==> src/rtl/spi_pkg.sv <==
// Shared types and helpers for the SPI responder: FSM state encoding,
// SCLK edge-direction derivation and bit-counter sizing.
package spi_pkg;

    typedef enum logic {
        IDLE   = 1'b0,
        ACTIVE = 1'b1
    } spi_state_t;

    localparam logic EDGE_RISE = 1'b1;
    localparam logic EDGE_FALL = 1'b0;

    // Leading edge leaves the idle level, trailing edge returns to it.
    function automatic logic lead_edge(input int cpol);
        return (cpol == 0) ? EDGE_RISE : EDGE_FALL;
    endfunction

    function automatic logic trail_edge(input int cpol);
        return (cpol == 0) ? EDGE_FALL : EDGE_RISE;
    endfunction

    function automatic int cnt_width(input int dwidth);
        return (dwidth > 2) ? $clog2(dwidth) : 1;
    endfunction

endpackage

==> src/rtl/spi_sync.sv <==
// Multi-flop synchroniser for an asynchronous single-bit input.
module spi_sync #(
    parameter int STAGES = 2
) (
    input  logic clk_i,
    input  logic d_i,
    output logic q_o
);

    // Deliberately not reset: a mid-frame reset must not fabricate a CS_N
    // edge from the flops being forced to an idle value.
    logic [STAGES-1:0] sync_q;

    always_ff @(posedge clk_i) begin
        sync_q <= {sync_q[STAGES-2:0], d_i};
    end

    assign q_o = sync_q[STAGES-1];

endmodule

==> src/rtl/spi_sync_edge.sv <==
// Synchroniser followed by rise/fall detection against a one-cycle delayed copy.
module spi_sync_edge #(
    parameter int STAGES = 2
) (
    input  logic clk_i,
    input  logic d_i,
    output logic rise_o,
    output logic fall_o
);

    logic sync_s;
    logic prev_q;

    spi_sync #(.STAGES(STAGES)) u_sync (
        .clk_i (clk_i),
        .d_i   (d_i),
        .q_o   (sync_s)
    );

    always_ff @(posedge clk_i) begin
        prev_q <= sync_s;
    end

    assign rise_o = sync_s & ~prev_q;
    assign fall_o = ~sync_s & prev_q;

endmodule

==> src/rtl/spi_slave_if.sv <==
// SPI responder: oversamples SCLK/CS_N/MOSI in the PCLK domain, deserialises
// MOSI into words and serialises a one-entry TX holding register onto MISO.
module spi_slave_if
    import spi_pkg::*;
#(
    parameter int DWIDTH      = 8,
    parameter int CPOL        = 0,
    parameter int CPHA        = 0,
    parameter int SYNC_STAGES = 2
) (
    input  logic              PCLK,
    input  logic              PRESET,
    input  logic              SCLK,
    input  logic              CS_N,
    input  logic              MOSI,
    output logic              MISO,
    output logic              MISO_OE,
    input  logic [DWIDTH-1:0] tx_data,
    input  logic              tx_valid,
    output logic              tx_ready,
    output logic [DWIDTH-1:0] rx_data,
    output logic              rx_valid,
    input  logic              rx_ready,
    output logic              rx_overrun,
    output logic              tx_underrun,
    output logic              busy
);

    localparam int   CW       = cnt_width(DWIDTH);
    localparam logic LEAD_DIR = lead_edge(CPOL);
    localparam logic TRL_DIR  = trail_edge(CPOL);

    logic sclk_rise, sclk_fall, cs_rise, cs_fall, mosi_s;
    logic lead_ev, trail_ev, sample_ev, shift_ev;

    spi_sync_edge #(.STAGES(SYNC_STAGES)) u_sclk (
        .clk_i (PCLK), .d_i (SCLK), .rise_o (sclk_rise), .fall_o (sclk_fall)
    );
    spi_sync_edge #(.STAGES(SYNC_STAGES)) u_csn (
        .clk_i (PCLK), .d_i (CS_N), .rise_o (cs_rise), .fall_o (cs_fall)
    );
    spi_sync #(.STAGES(SYNC_STAGES)) u_mosi (
        .clk_i (PCLK), .d_i (MOSI), .q_o (mosi_s)
    );

    assign lead_ev   = (LEAD_DIR == EDGE_RISE) ? sclk_rise : sclk_fall;
    assign trail_ev  = (TRL_DIR == EDGE_RISE) ? sclk_rise : sclk_fall;
    assign sample_ev = (CPHA == 0) ? lead_ev : trail_ev;
    assign shift_ev  = (CPHA == 0) ? trail_ev : lead_ev;

    spi_state_t        state_q, state_d;
    logic [CW-1:0]     bit_cnt_q, bit_cnt_d;
    logic [DWIDTH-1:0] tx_shift_q, tx_shift_d;
    logic [DWIDTH-1:0] rx_shift_q, rx_shift_d;
    logic [DWIDTH-1:0] hold_q, hold_d;
    logic              hold_full_q, hold_full_d;
    logic              miso_q, miso_d;
    logic [DWIDTH-1:0] rx_data_q, rx_data_d;
    logic              rx_valid_q, rx_valid_d;
    logic              underrun_q, underrun_d;
    logic              reload;
    logic [DWIDTH-1:0] load_word;

    assign load_word = hold_full_q ? hold_q : '0;

    always_comb begin
        state_d     = state_q;
        bit_cnt_d   = bit_cnt_q;
        tx_shift_d  = tx_shift_q;
        rx_shift_d  = rx_shift_q;
        hold_d      = hold_q;
        hold_full_d = hold_full_q;
        miso_d      = miso_q;
        rx_data_d   = rx_data_q;
        rx_valid_d  = 1'b0;
        underrun_d  = 1'b0;
        reload      = 1'b0;
        case (state_q)
            IDLE: begin
                if (cs_fall) begin
                    state_d   = ACTIVE;
                    bit_cnt_d = '0;
                    reload    = 1'b1;
                    // CPHA=0 must present the MSB before the first sampling edge.
                    if (CPHA == 0) begin
                        miso_d     = load_word[DWIDTH-1];
                        tx_shift_d = load_word << 1;
                    end else begin
                        tx_shift_d = load_word;
                    end
                end
            end
            ACTIVE: begin
                if (cs_rise) begin
                    state_d    = IDLE;
                    bit_cnt_d  = '0;
                    miso_d     = 1'b0;
                    rx_shift_d = '0;
                end else if (sample_ev) begin
                    rx_shift_d = {rx_shift_q[DWIDTH-2:0], mosi_s};
                    if (bit_cnt_q == CW'(DWIDTH - 1)) begin
                        bit_cnt_d  = '0;
                        rx_data_d  = {rx_shift_q[DWIDTH-2:0], mosi_s};
                        rx_valid_d = 1'b1;
                        reload     = 1'b1;
                        tx_shift_d = load_word;
                    end else begin
                        bit_cnt_d = bit_cnt_q + 1'b1;
                    end
                end else if (shift_ev) begin
                    miso_d     = tx_shift_q[DWIDTH-1];
                    tx_shift_d = tx_shift_q << 1;
                end
            end
            default: state_d = IDLE;
        endcase
        if (reload) begin
            hold_full_d = 1'b0;
            underrun_d  = ~hold_full_q;
        end
        // A handshake coinciding with a reload lands after the reload took the old word.
        if (tx_valid && !hold_full_q) begin
            hold_d      = tx_data;
            hold_full_d = 1'b1;
        end
    end

    always_ff @(posedge PCLK) begin
        if (PRESET) begin
            state_q     <= IDLE;
            bit_cnt_q   <= '0;
            tx_shift_q  <= '0;
            rx_shift_q  <= '0;
            hold_q      <= '0;
            hold_full_q <= 1'b0;
            miso_q      <= 1'b0;
            rx_data_q   <= '0;
            rx_valid_q  <= 1'b0;
            underrun_q  <= 1'b0;
        end else begin
            state_q     <= state_d;
            bit_cnt_q   <= bit_cnt_d;
            tx_shift_q  <= tx_shift_d;
            rx_shift_q  <= rx_shift_d;
            hold_q      <= hold_d;
            hold_full_q <= hold_full_d;
            miso_q      <= miso_d;
            rx_data_q   <= rx_data_d;
            rx_valid_q  <= rx_valid_d;
            underrun_q  <= underrun_d;
        end
    end

    assign MISO        = miso_q;
    assign busy        = (state_q == ACTIVE);
    assign MISO_OE     = busy;
    assign tx_ready    = ~hold_full_q;
    assign rx_data     = rx_data_q;
    assign rx_valid    = rx_valid_q;
    assign rx_overrun  = rx_valid_q & ~rx_ready;
    assign tx_underrun = underrun_q;

endmodule

==> config.mk <==
export PLATFORM = sky130hd
export DESIGN_NAME = spi_slave_if
export DESIGN_NICKNAME = d
export VERILOG_FILES = /design/src/rtl/spi_pkg.sv /design/src/rtl/spi_sync.sv /design/src/rtl/spi_sync_edge.sv /design/src/rtl/spi_slave_if.sv
export SDC_FILE = /design/constraint.sdc
export NUM_CORES = 1
export LEC_CHECK = 0
export CAP_MARGIN = 10
export CORE_UTILIZATION = 56
export CTS_CLUSTER_SIZE = 25
export DETAILED_ROUTE_END_ITERATION = 8
export PLACE_DENSITY = 0.83
export SLEW_MARGIN = 25
export SYNTH_ARGS = -nofsm -noshare
export SYNTH_HDL_FRONTEND = slang
export SYNTH_SLANG_ARGS = --single-unit
==> constraint.sdc <==
create_clock -name PCLK -period 2.5 [get_ports PCLK]
set_input_delay 0.25 -clock PCLK [delete_from_list [all_inputs] [get_ports PCLK]]
set_output_delay 0.25 -clock PCLK [all_outputs]
set_load 0.05 [all_outputs]
======== Word level (Yosys, flattened, before mapping) ========
Index checks and enable logic that the tools add are counted.
cells by class
  shifts and indexed selects .............. 0
  div/mod/pow operators ................... 0
  $add $sub $neg .......................... 1
  eq/ne operators ......................... 8
  reductions and logical operators ........ 11
  order comparisons ....................... 0
  $mul .................................... 0
  mux-type cells .......................... 28
  bitwise gates (word level) .............. 14
operators with widths
  cell                 number
  $mux 8               6
  $pmux 8 s2           1
  $mux 7               2
  $mux 3               4
  $ne 3x3->1 const B   4
  $mux 1               11
  $not 1->1            9
  $reduce_and 4->1     2
  $pmux 1 s2           3
  $pmux 3 s2           1
  $and 1x1->1          5
  $ne 2x2->1 const B   2
  $reduce_and 2->1     2
  $reduce_bool 2->1    2
  $reduce_or 2->1      2
  $add 3x1->3 const B  1
  $eq 3x3->1 const B   1
  $ne 3x2->1 const B   1
  $reduce_and 3->1     1
  $logic_and 1x1->1    1
  $logic_not 1->1      1
storage, ports and cells
  flip-flop bits (word level) ............. 47
  RAM bits ................................ 0
  bits in latches ......................... 0
  input bits .............................. 15
  ROM bits ................................ 0
  memories kept ........................... 0
  output and inout port bits .............. 15
  word-level logic and storage cells ...... 77

======== Depth between registers and ports, before layout ========
Gate-level depths: netlist of run 1.
  depth in word-level cells ............... 7
  mapped depth ............................ 7
  gate-level depth less buffers ........... 6

======== Cells and area by module ========
From an unflattened synthesis of run 1, not the netlist that was laid out.
second synthesis, totals
  cells, all modules ...................... 212
  area total of the unflattened synthesis .. 1905.6 sq um
by module, submodules not included
  module         cells each  seq. area each (sq um)  area each (sq um)  instances
  spi_slave_if   200         780.7                   1715.4             1
  spi_sync       2           40.0                    40.0               3
  spi_sync_edge  3           20.0                    35.0               2

======== Least setup slack after synthesis of run 1 ========
No wires, ideal clock.
  kind .................................... reg2reg
  start ................................... register bit_cnt_q[0]
  end ..................................... register tx_shift_q[1]
  path slack .............................. 0.827 ns
  data required time ...................... 2.405 ns
  data arrival time ....................... 1.578 ns
  buffers on the path ..................... 0
  period minus slack after synthesis ...... 1.673 ns
  cell stages (with the launch flop) ...... 7
  setup time .............................. 0.095 ns
  path through ............................ dfxtp_1 ha_1 ha_1 and3b_1 o211ai_4 nand2_1 a221oi_1
between the ends
  longest elaborated chain between the ends .. 3
RTL lines
  what                        RTL line             text
  start: declaration          spi_slave_if.sv:52   logic [CW-1:0] bit_cnt_q, bit_cnt_d;
  start signal: assignment    spi_slave_if.sv:142  bit_cnt_q <= bit_cnt_d;
  $eq 3x3->1                  spi_slave_if.sv:101  if (bit_cnt_q == CW'(DWIDTH - 1)) begin
  $ne 3x2->1 (no line)        n/a
  $reduce_and 4->1 (no line)  n/a
  end signal: assignment      spi_slave_if.sv:143  tx_shift_q <= tx_shift_d;
  end: declaration            spi_slave_if.sv:53   logic [DWIDTH-1:0] tx_shift_q, tx_shift_d;
No other way between the ends.
A chain may end at the register's enable or synchronous reset.

======== Final worst setup path of run 1 ========
  start ................................... register hold_full_q
  end ..................................... output tx_ready
between the ends
  longest elaborated chain between the ends .. 1
RTL lines
  what                      RTL line             text
  start: declaration        spi_slave_if.sv:56   logic hold_full_q, hold_full_d;
  start signal: assignment  spi_slave_if.sv:146  hold_full_q <= hold_full_d;
  $not 1->1                 spi_slave_if.sv:157  assign tx_ready = ~hold_full_q;
  end: declaration          spi_slave_if.sv:20   output logic tx_ready,
No other way between the ends.

==> results.py, run 1 <==
metrics = {
    "power_and_ir_drop": {
        "switching_power_uw": 330,
        "combPwrFrac_pct": 9.3,
        "ir_drop_mv": 0.598,
        "power_density_mw_per_mm2": 662,
        "p_clk_share_pct": 36.6,
        "leakagePower_uw": 0.000845,
        "p_int_uw": 1140,
        "seqPwrFrac_pct": 54.1,
        "swShare_pct": 22.4,
    },
    "floorplan": {
        "num_rows": 20,
        "die-area_mm2": 0.00354,
        "die_w_um": 59.5,
        "start_util_pct": 59.6,
        "chipHeight_um": 59.5,
        "ios": 30,
        "core_area_mm2": 0.00310,
    },
    "yosys": {
        "synth_cell_types": 31,
        "syn_area_mm2": 0.00185,
        "yosys_register_bits": 47,
        "synth_top_area_share_pct": 50.9,
        "yosysSeqAreaShare_pct": 50.9,
        "synth_cells": 206,
        "synth.avg_cell_area_um2": 8.98,
        "synth_top_cell_by_area": "dfxtp_1",
        "syn-num-nets": 223,
        "synthTopCellsByArea": "dfxtp_1, nand2_1, nor2_1, mux2i_1, a21oi_1",
        "synth_warnings": 0,
    },
    "timing": {
        "drv_slew": 0,
        "tns_ns": 0,
        "clock.fmax_mhz": 482,
        "tightest_slew_ns": 0.616,
        "rsz0062_at_grt": "no",
        "fin_crit_sh_pct": 83.1,
        "slew_headroom_pct": 58.8,
        "setup_violations": 0,
        "layout_min_cycle_time_ns": 2.08,
        "finalHoldViolCount": 0,
        "finalClockSkew_ns": 0.0172,
        "whs_ns": 0.328,
    },
    "critical_path": {
        "path_class": "reg2out",
        "r2r_setup_slack_ns": 0.53,
        "reg2reg_to": "tx_shift_q[7]$_SDFFE_PP0P_",
        "critPathCaptureType": "primary output",
        "required_ns": 2.25,
        "rr_worst_depth": 6,
        "cp_max_fo": 13,
        "startpoint_type": "flip-flop",
        "r2r-start": "bit_cnt_q[0]$_SDFFE_PP0P_",
        "crit_arrival_ns": 1.83,
    },
    "cells_and_area": {
        "final_cell_count_no_fill": 272,
        "antennaDiodeCount": 0,
        "final_layout_size_suffix_gt1_share_pct": 5.26,
        "final_nets": 244,
        "syn_to_final_growth_pct": 20.4,
        "layout_common_cells": "dfxtp_1, clkdlybuf4s50_1, nand2_1",
        "final_common_cell": "dfxtp_1",
    },
    "detailed_routing": {
        "firstDrtPassIters": 7,
        "drt_wl_total_um": 3850,
        "vias_per_cell": 5.57,
        "wl_per_cell_um": 14.1,
        "drc": 0,
        "ant_nets": 0,
        "vias": 1516,
        "drt_iter0_drc": 114,
    },
    "clocking": {
        "cts_sinks": 47,
        "cts_setup_buffers": 0,
        "holdBufCountCts": 0,
        "clock-root-buffer": "clkbuf_4",
        "clk_path_buf_depth": 2,
        "clk_pin_slew_worst_paths_ns": 0.13,
        "cts_tree": "done",
        "htree_num_levels": 2,
        "cts_buffers": 5,
        "cts_resized": 0,
        "clock_latency_ns": 0.36,
    },
    "global_route": {
        "gr-total-overflow": 0,
        "track_usage_pct": 24.5,
        "antenna_found_initial": 0,
        "grt_pass1_vias": 1446,
        "grt_start_max_net_pins": 40,
        "grt_pass1_wl_um": 6310,
    },
    "worst_hold_path": {
        "worst_hold_path_type": "in2reg",
        "min_path_cells": 1,
        "min_to": "u_csn.u_sync.sync_q[0]$_DFF_P_",
        "min-delay-start": "CS_N",
    },
    "placement": {
        "port_buffers": 29,
        "place_congestion": 0.772,
        "dpl.cell_count": 264,
        "dp_hpwl_um": 2700,
    },
    "run_status": {
        "status": "finished clean",
    },
    "job": {
        "cap_violations": 0,
    },
}
power by group through the flow:
stage                     Sequential (µW)  Clock [µW]  Combinational (µW)
after global placement                813           0                 131
after detailed placement              815           0                 136
after floorplan                       812           0                92.8
final                                 797         539                 137
after global routing                  802         581                 150
after CTS                             798         555                 137
cells by family after synthesis:
family	synth area share (%)
adder cells (fa/ha/maj)	1.35
flip-flops	50.9
AND/OR/NAND/NOR	18.5
AO/OA/AOI/OAI	18.7
buffers and inverters	6.22
multiplexers	4.33
per-stage QoR:
step | instance area [µm²] | power [µW] | utilization (%) | setup WS, ns
2_1_floorplan | 1850 | 904 | - | 0.827
3_3_place_gp | 2130 | 943 | 68.5 | 0.680
3_5_place_dp | 2130 | 950 | 68.5 | 0.563
4_1_cts | 2230 | 1490 | 71.8 | 0.423
5_1_grt | 2230 | 1530 | 71.8 | 0.312
6_report | 2230 | 1470 | 71.8 | 0.423
cells in the mapped netlist:
| master | n |
|---|---|
| nand4_1 | 3 |
| or4_1 | 1 |
| o22ai_1 | 7 |
| a21oi_1 | 15 |
| o211ai_4 | 1 |
| o21ai_2 | 1 |
| buf_4 | 2 |
| nand3_1 | 8 |
| a41oi_1 | 1 |
| nand2b_1 | 3 |
| inv_1 | 7 |
| a211oi_1 | 1 |
| buf_6 | 1 |
| mux2i_1 | 8 |
| ha_1 | 2 |
| buf_2 | 4 |
| nor2b_1 | 5 |
| a221oi_1 | 7 |
| and3_1 | 1 |
| a32oi_1 | 6 |
| dfxtp_1 | 47 |
| clkinv_2 | 1 |
| or3b_1 | 1 |
| clkbuf_1 | 10 |
| a22o_1 | 1 |
| a22oi_1 | 7 |
| o21ai_0 | 1 |
| nor2_1 | 24 |
| nand3b_1 | 1 |
| and3b_1 | 1 |
| nand2_1 | 28 |
layout make-up:
cell class | count | area, µm²
timing repair buffer | 31 | 305
tap | 44 | 55.1
inverter | 8 | 31.3
clock buffer | 6 | 41.3
clock inverter | 2 | 60.1
multi-input combinational | 134 | 793
fill | 258 | 876
sequential | 47 | 941
per-layer routing:
layer / up-vias / track usage [%] / routed length [µm]
li1: 768 / - / -
met1: 703 / 26.8 / 1600
met2: 35 / 43.5 / 2030
met3: 10 / 6.11 / 127
met4: 0 / 12.6 / 87
met5: - / 0 / 0
worst max path at each step:
stage	slack, ns	start	depth (start not counted)	endpoint
global placement	0.68	bit_cnt_q[0]$_SDFFE_PP0P_	6	tx_shift_q[7]$_SDFFE_PP0P_
floorplan	0.83	bit_cnt_q[0]$_SDFFE_PP0P_	6	tx_shift_q[1]$_SDFFE_PP0P_
global route	0.31	hold_full_q$_SDFFE_PP0P_	2	tx_ready
CTS	0.42	hold_full_q$_SDFFE_PP0P_	2	tx_ready
detailed placement	0.56	bit_cnt_q[0]$_SDFFE_PP0P_	6	tx_shift_q[3]$_SDFFE_PP0P_
finish	0.42	hold_full_q$_SDFFE_PP0P_	2	tx_ready
sequential cells by signal, summed over array words and instances (netlist names):
signal / cells
u_sclk.prev_q: 1
rx_data: 8
u_csn.u_sync.sync_q: 2
u_csn.prev_q: 1
MISO_OE: 1
bit_cnt_q: 3
rx_shift_q: 7
MISO: 1
tx_underrun: 1
tx_shift_q: 8
hold_q: 8
u_mosi.sync_q: 2
hold_full_q: 1
u_sclk.u_sync.sync_q: 2
rx_valid: 1
worst max-delay path: stages, from the launching register on:
cell and delay (ns):
dfxtp_1 0.61, inv_1 0.14, clkdlybuf4s50_1 0.72
(Power assumes the default switching activity.)
==> run 2: changes to the inputs <==
- CORE_UTILIZATION: 56 -> 52
- PLACE_DENSITY: 0.83 -> 0.78
- clock period: 2.5 -> 2 ns (I/O delays scaled with it)
==> run 2 against run 1 <==
Compared with the run above: non-clock buffer count up 3; worst setup slack worse by 0.27 ns; count of clock-buffer cells in the layout unchanged; via count up 3.2%; final cell count up 1.8%; total power up 8.9%; clock power down 21%; cell area down 0.11%; die area up 7.4%; sequential cell count unchanged; clock skew down 0.0072 ns.
==> results.py, run 2 (same netlist as run 1, synthesis figures left out) <==
metrics = {
    "run_status": {
        "status": "finished clean",
    },
    "placement": {
        "dp_slack_ns": 0.0666,
        "port_buffers": 29,
        "place_congestion": 0.784,
        "dp_hpwl_um": 2670,
    },
    "timing": {
        "tightest_slew_ns": 0.569,
        "finalHoldViolCount": 0,
        "tns_ns": 0,
        "slew_headroom_pct": 62.0,
        "setup_violations": 0,
        "fin_crit_sh_pct": 92.4,
        "setup_ws_ns": 0.151,
        "rsz0062_at_grt": "no",
        "drv_slew": 0,
        "layout_min_cycle_time_ns": 1.85,
        "finalClockSkew_ns": 0.0100,
        "clock.fmax_mhz": 541,
    },
    "floorplan": {
        "num_rows": 21,
        "core_area_mm2": 0.00336,
        "die_w_um": 61.6,
        "die-area_mm2": 0.00380,
        "start_util_pct": 55.0,
        "chipHeight_um": 61.6,
        "ios": 30,
    },
    "detailed_routing": {
        "drc": 0,
        "wl_per_cell_um": 13.8,
        "ant_nets": 0,
        "firstDrtPassIters": 4,
        "drt_wl_total_um": 3820,
        "drt_iter0_drc": 100,
        "vias": 1564,
        "vias_per_cell": 5.65,
    },
    "critical_path": {
        "cp_common_cell": "ha_1",
        "r2r_setup_slack_ns": 0.15,
        "crit_arrival_ns": 2.12,
        "cp_max_fo": 10,
        "slowest_stage": "dfxtp_1",
        "path_class": "reg2reg",
        "critPathCaptureType": "flip-flop",
        "path_cells": "ha_1 > ha_1 > and3b_1 > o211ai_4 > nand2_2 > a221oi_1",
        "max_stage_delay_ns": 0.35,
        "required_ns": 2.27,
        "startpoint_type": "flip-flop",
        "rr_worst_depth": 6,
    },
    "global_route": {
        "track_usage_pct": 22.3,
        "antenna_found_initial": 0,
        "gr-total-overflow": 0,
        "grt_pass1_vias": 1460,
        "grt_start_max_net_pins": 40,
        "grt_pass1_wl_um": 6090,
    },
    "power_and_ir_drop": {
        "leakagePower_uw": 0.000847,
        "ir_drop_mv": 0.549,
        "power_density_mw_per_mm2": 721,
    },
    "cells_and_area": {
        "seq_area_um2": 941,
        "antennaDiodeCount": 0,
        "final_nets": 247,
        "syn_to_final_growth_pct": 20.3,
        "final_layout_size_suffix_gt1_share_pct": 8.23,
        "final_common_cell": "dfxtp_1",
        "multiInputGateArea_um2": 796,
        "layout_common_cells": "dfxtp_1, nand2_1, clkdlybuf4s50_1",
        "n_fill_cell": 294,
    },
    "clocking": {
        "cts_sinks": 47,
        "cts_setup_buffers": 0,
        "htree_num_levels": 2,
        "clock-root-buffer": "clkbuf_4",
        "clk_pin_slew_worst_paths_ns": 0.13,
        "cts_tree": "done",
        "clock_latency_ns": 0.36,
        "clk_path_buf_depth": 2,
        "cts_buffers": 5,
    },
    "worst_hold_path": {
        "worst_hold_path_type": "in2reg",
        "min_path_cells": 1,
    },
    "job": {
        "cap_violations": 0,
    },
}
[run 2: cell types whose count changed in the layout (fill, tap and decap cells not counted)]
| cell | delta |
|---|---|
| buf_12 | +2 |
| buf_4 | +4 |
| bufinv_16 | -2 |
| clkdlybuf4s50_1 | -3 |
| clkinv_2 | +1 |
| clkinvlp_4 | +1 |
| nand2_1 | -1 |
| nand2_2 | +1 |
[run 2: worst paths after layout]
path	startpoint	end
min	MOSI	u_mosi.sync_q[0]$_DFF_P_
min reg2reg	u_sclk.u_sync.sync_q[0]$_DFF_P_	u_sclk.u_sync.sync_q[1]$_DFF_P_
max reg2reg	bit_cnt_q[0]$_SDFFE_PP0P_	tx_shift_q[3]$_SDFFE_PP0P_
max	bit_cnt_q[0]$_SDFFE_PP0P_	tx_shift_q[3]$_SDFFE_PP0P_
[run 2: timing repair]
item | 4_1_cts | 5_1_grt
hold buffers | 0 | 0
endpoints found under the setup margin | 0 | 7
gates resized for setup | 0 | 1
[run 2: final cells by class]
cell class	count	area share, %
inverter	8	1.41
multi-input combinational	134	35.8
timing repair buffer	34	15.5
clock buffer	6	1.86
tap	46	2.59
sequential	47	42.3
clock inverter	2	0.562
[run 2: report_power, final]
part / switching, µW / leakage [µW] / internal, µW
sequential: 23.2 / 0.000385 / 970
combinational: 108 / 0.000435 / 78.0
clock: 289 / 0.0000282 / 136
[run 2: critical path: cells and delay by family, from the launching register on]
kind / cells / cell delay [ns]
fa+ha+maj: 2 / 0.39
flops: 1 / 0.35
simple gates: 2 / 0.39
compound gates: 2 / 0.64
[run 2: per-stage QoR]
stage | hold slack, ns | std cells | power (µW) | cell area (µm²) | utilization (%)
finish | 0.271 | 277 | 1600 | 2220 | 66.1
global route | 0.256 | 277 | 1680 | 2220 | 66.1
CTS | 0.263 | 277 | 1620 | 2220 | 66.1
detailed placement | 0.315 | 269 | 1200 | 2170 | 64.5
global placement | 0.313 | 269 | 1190 | 2170 | 64.5
floorplan | 0.228 | 206 | 1130 | 1850 | -
[run 2: layer usage]
layer	global-route usage [%]	vias to the layer above	routed length (µm)
met1	23.4	734	1530
met4	9.52	0	57
met2	40.9	49	2050
li1	-	774	-
met3	6.93	7	184
met5	0	-	0
==> run 3: changes to the inputs <==
- ABC_CLOCK_PERIOD_IN_PS: unset -> 2000
- CELL_PAD_IN_SITES_DETAIL_PLACEMENT: unset -> 0
- CELL_PAD_IN_SITES_GLOBAL_PLACEMENT: unset -> 1
- CORE_UTILIZATION: 52 -> 39
- PLACE_DENSITY: 0.78 -> 0.77
==> run 3 against run 2 <==
Compared with the run above: combinational power grew 2%; via count shrank 2.9%; worst setup slack gained 0.14 ns; global-route usage shrank 5.9 points; sequential share of layout area shrank 0.95 points; count of clock-buffer cells in the layout is the same; register-to-register slack gained 0.15 ns; largest cell class unchanged.
==> results.py, run 3 (same netlist as run 1, synthesis figures left out) <==
metrics = {
    "cells_and_area": {
        "final_common_cell": "dfxtp_1",
        "final_nets": 249,
        "syn_to_final_growth_pct": 23.1,
        "final_util_pct": 51.2,
        "layout_common_cells": "dfxtp_1, nand2_1, clkdlybuf4s50_1",
        "final_layout_size_suffix_gt1_share_pct": 8.58,
        "antennaDiodeCount": 0,
    },
    "floorplan": {
        "start_util_pct": 41.6,
        "core_area_mm2": 0.00444,
        "num_rows": 24,
        "die-area_mm2": 0.00502,
        "chipHeight_um": 70.9,
        "ios": 30,
        "die_w_um": 70.9,
    },
    "critical_path": {
        "critPathCaptureType": "primary output",
        "reg2reg_to": "tx_shift_q[1]$_SDFFE_PP0P_",
        "path_cells": "inv_1 > clkdlybuf4s50_1",
        "r2r_setup_slack_ns": 0.30,
        "path_class": "reg2out",
        "max_stage_delay_ns": 0.82,
        "crit_arrival_ns": 1.51,
        "slowest_stage": "clkdlybuf4s50_1",
        "required_ns": 1.80,
        "r2r-start": "bit_cnt_q[0]$_SDFFE_PP0P_",
        "startpoint_type": "flip-flop",
        "rr_worst_depth": 6,
        "cp_max_fo": 3,
    },
    "clocking": {
        "clock-root-buffer": "clkbuf_8",
        "cts_buffers": 5,
        "cts_setup_buffers": 0,
        "holdBufCountCts": 0,
        "cts_tree": "done",
        "clk_path_buf_depth": 2,
        "cts_sinks": 47,
        "clock_latency_ns": 0.29,
        "clk_pin_slew_worst_paths_ns": 0.08,
        "htree_num_levels": 2,
        "cts_resized": 0,
    },
    "detailed_routing": {
        "wl_per_cell_um": 13.1,
        "ant_nets": 0,
        "drt_wl_total_um": 3740,
        "drt_iter0_drc": 44,
        "drc": 0,
        "vias": 1519,
        "vias_per_cell": 5.33,
        "firstDrtPassIters": 6,
    },
    "power_and_ir_drop": {
        "power_density_mw_per_mm2": 758,
        "ir_drop_mv": 0.510,
        "leakagePower_uw": 0.000870,
    },
    "timing": {
        "rsz0062_at_grt": "no",
        "layout_min_cycle_time_ns": 1.71,
        "clock.fmax_mhz": 586,
        "fin_crit_sh_pct": 85.3,
        "tns_ns": 0,
        "setup_violations": 0,
        "tightest_slew_ns": 0.533,
        "drv_slew": 0,
        "slew_headroom_pct": 64.4,
        "finalHoldViolCount": 0,
        "finalClockSkew_ns": 0.00712,
    },
    "job": {
        "cap_violations": 0,
    },
    "global_route": {
        "grt_pass1_wl_um": 6490,
        "gr-total-overflow": 0,
        "antenna_found_initial": 0,
        "grt_pass1_vias": 1435,
        "track_usage_pct": 16.4,
        "grt_start_max_net_pins": 40,
    },
    "run_status": {
        "status": "finished clean",
    },
    "worst_hold_path": {
        "worst_hold_path_type": "reg2reg",
        "min_to": "u_sclk.u_sync.sync_q[1]$_DFF_P_",
        "min-delay-start": "u_sclk.u_sync.sync_q[0]$_DFF_P_",
        "min_path_cells": 0,
    },
    "placement": {
        "dp_hpwl_um": 2520,
        "place_congestion": 0.742,
        "port_buffers": 29,
    },
}
## run 3: worst max-delay path by stage
| stage | startpoint | endpoint | slack (ns) | depth (start not counted) |
|---|---|---|---|---|
| 4_1_cts | bit_cnt_q[0]$_SDFFE_PP0P_ | tx_shift_q[3]$_SDFFE_PP0P_ | 0.27 | 6 |
| 5_1_grt | bit_cnt_q[0]$_SDFFE_PP0P_ | tx_shift_q[3]$_SDFFE_PP0P_ | 0.11 | 6 |
| 6_report | hold_full_q$_SDFFE_PP0P_ | tx_ready | 0.29 | 2 |
| 3_3_place_gp | bit_cnt_q[0]$_SDFFE_PP0P_ | tx_shift_q[2]$_SDFFE_PP0P_ | 0.33 | 6 |
| 3_5_place_dp | bit_cnt_q[0]$_SDFFE_PP0P_ | tx_shift_q[3]$_SDFFE_PP0P_ | 0.28 | 6 |
| 2_1_floorplan | bit_cnt_q[0]$_SDFFE_PP0P_ | tx_shift_q[1]$_SDFFE_PP0P_ | 0.33 | 6 |
## run 3: stage by stage
stage / cell area [µm²] / instances / power [µW] / worst slack, ns / hold slack, ns
after detailed placement: 2190 / 277 / 1200 / 0.279 / 0.314
after floorplan: 1850 / 206 / 1130 / 0.327 / 0.228
after CTS: 2280 / 285 / 1750 / 0.268 / 0.334
after global placement: 2190 / 277 / 1200 / 0.327 / 0.312
final: 2280 / 285 / 1730 / 0.293 / 0.331
after global routing: 2280 / 285 / 1820 / 0.105 / 0.328
## run 3: area by class of cell
type	instances	area, µm²
Clock buffer	6	72.6
Clock inverter	2	12.5
Fill cell	428	2170
Inverter	8	31.3
Multi-Input combinational cell	134	793
Sequential cell	47	941
Tap cell	52	65.1
Timing Repair Buffer	36	360
## run 3: worst max-delay path, delay by kind of cell, from the launching register on
family | cells | cell delay [ns]
flip-flops | 1 | 0.31
buffers and inverters | 2 | 0.91
## run 3: routing by layer
layer / GRT usage (%) / part of all wire, % / routed length [µm] / up-vias
li1: - / - / - / 772
met1: 20.5 / 47 / 1750 / 713
met2: 25.7 / 48 / 1790 / 28
met3: 5.56 / 3.9 / 144 / 6
met4: 7.11 / 1.6 / 59 / 0
met5: 0 / 0 / 0 / -
## run 3: power breakdown
| group | switching, µW | total, µW | leakage [µW] | internal [µW] |
|---|---|---|---|---|
| logic | 111 | 190 | 0.000444 | 79.5 |
| registers | 20.1 | 989 | 0.000385 | 969 |
| clock network | 302 | 546 | 0.0000412 | 244 |
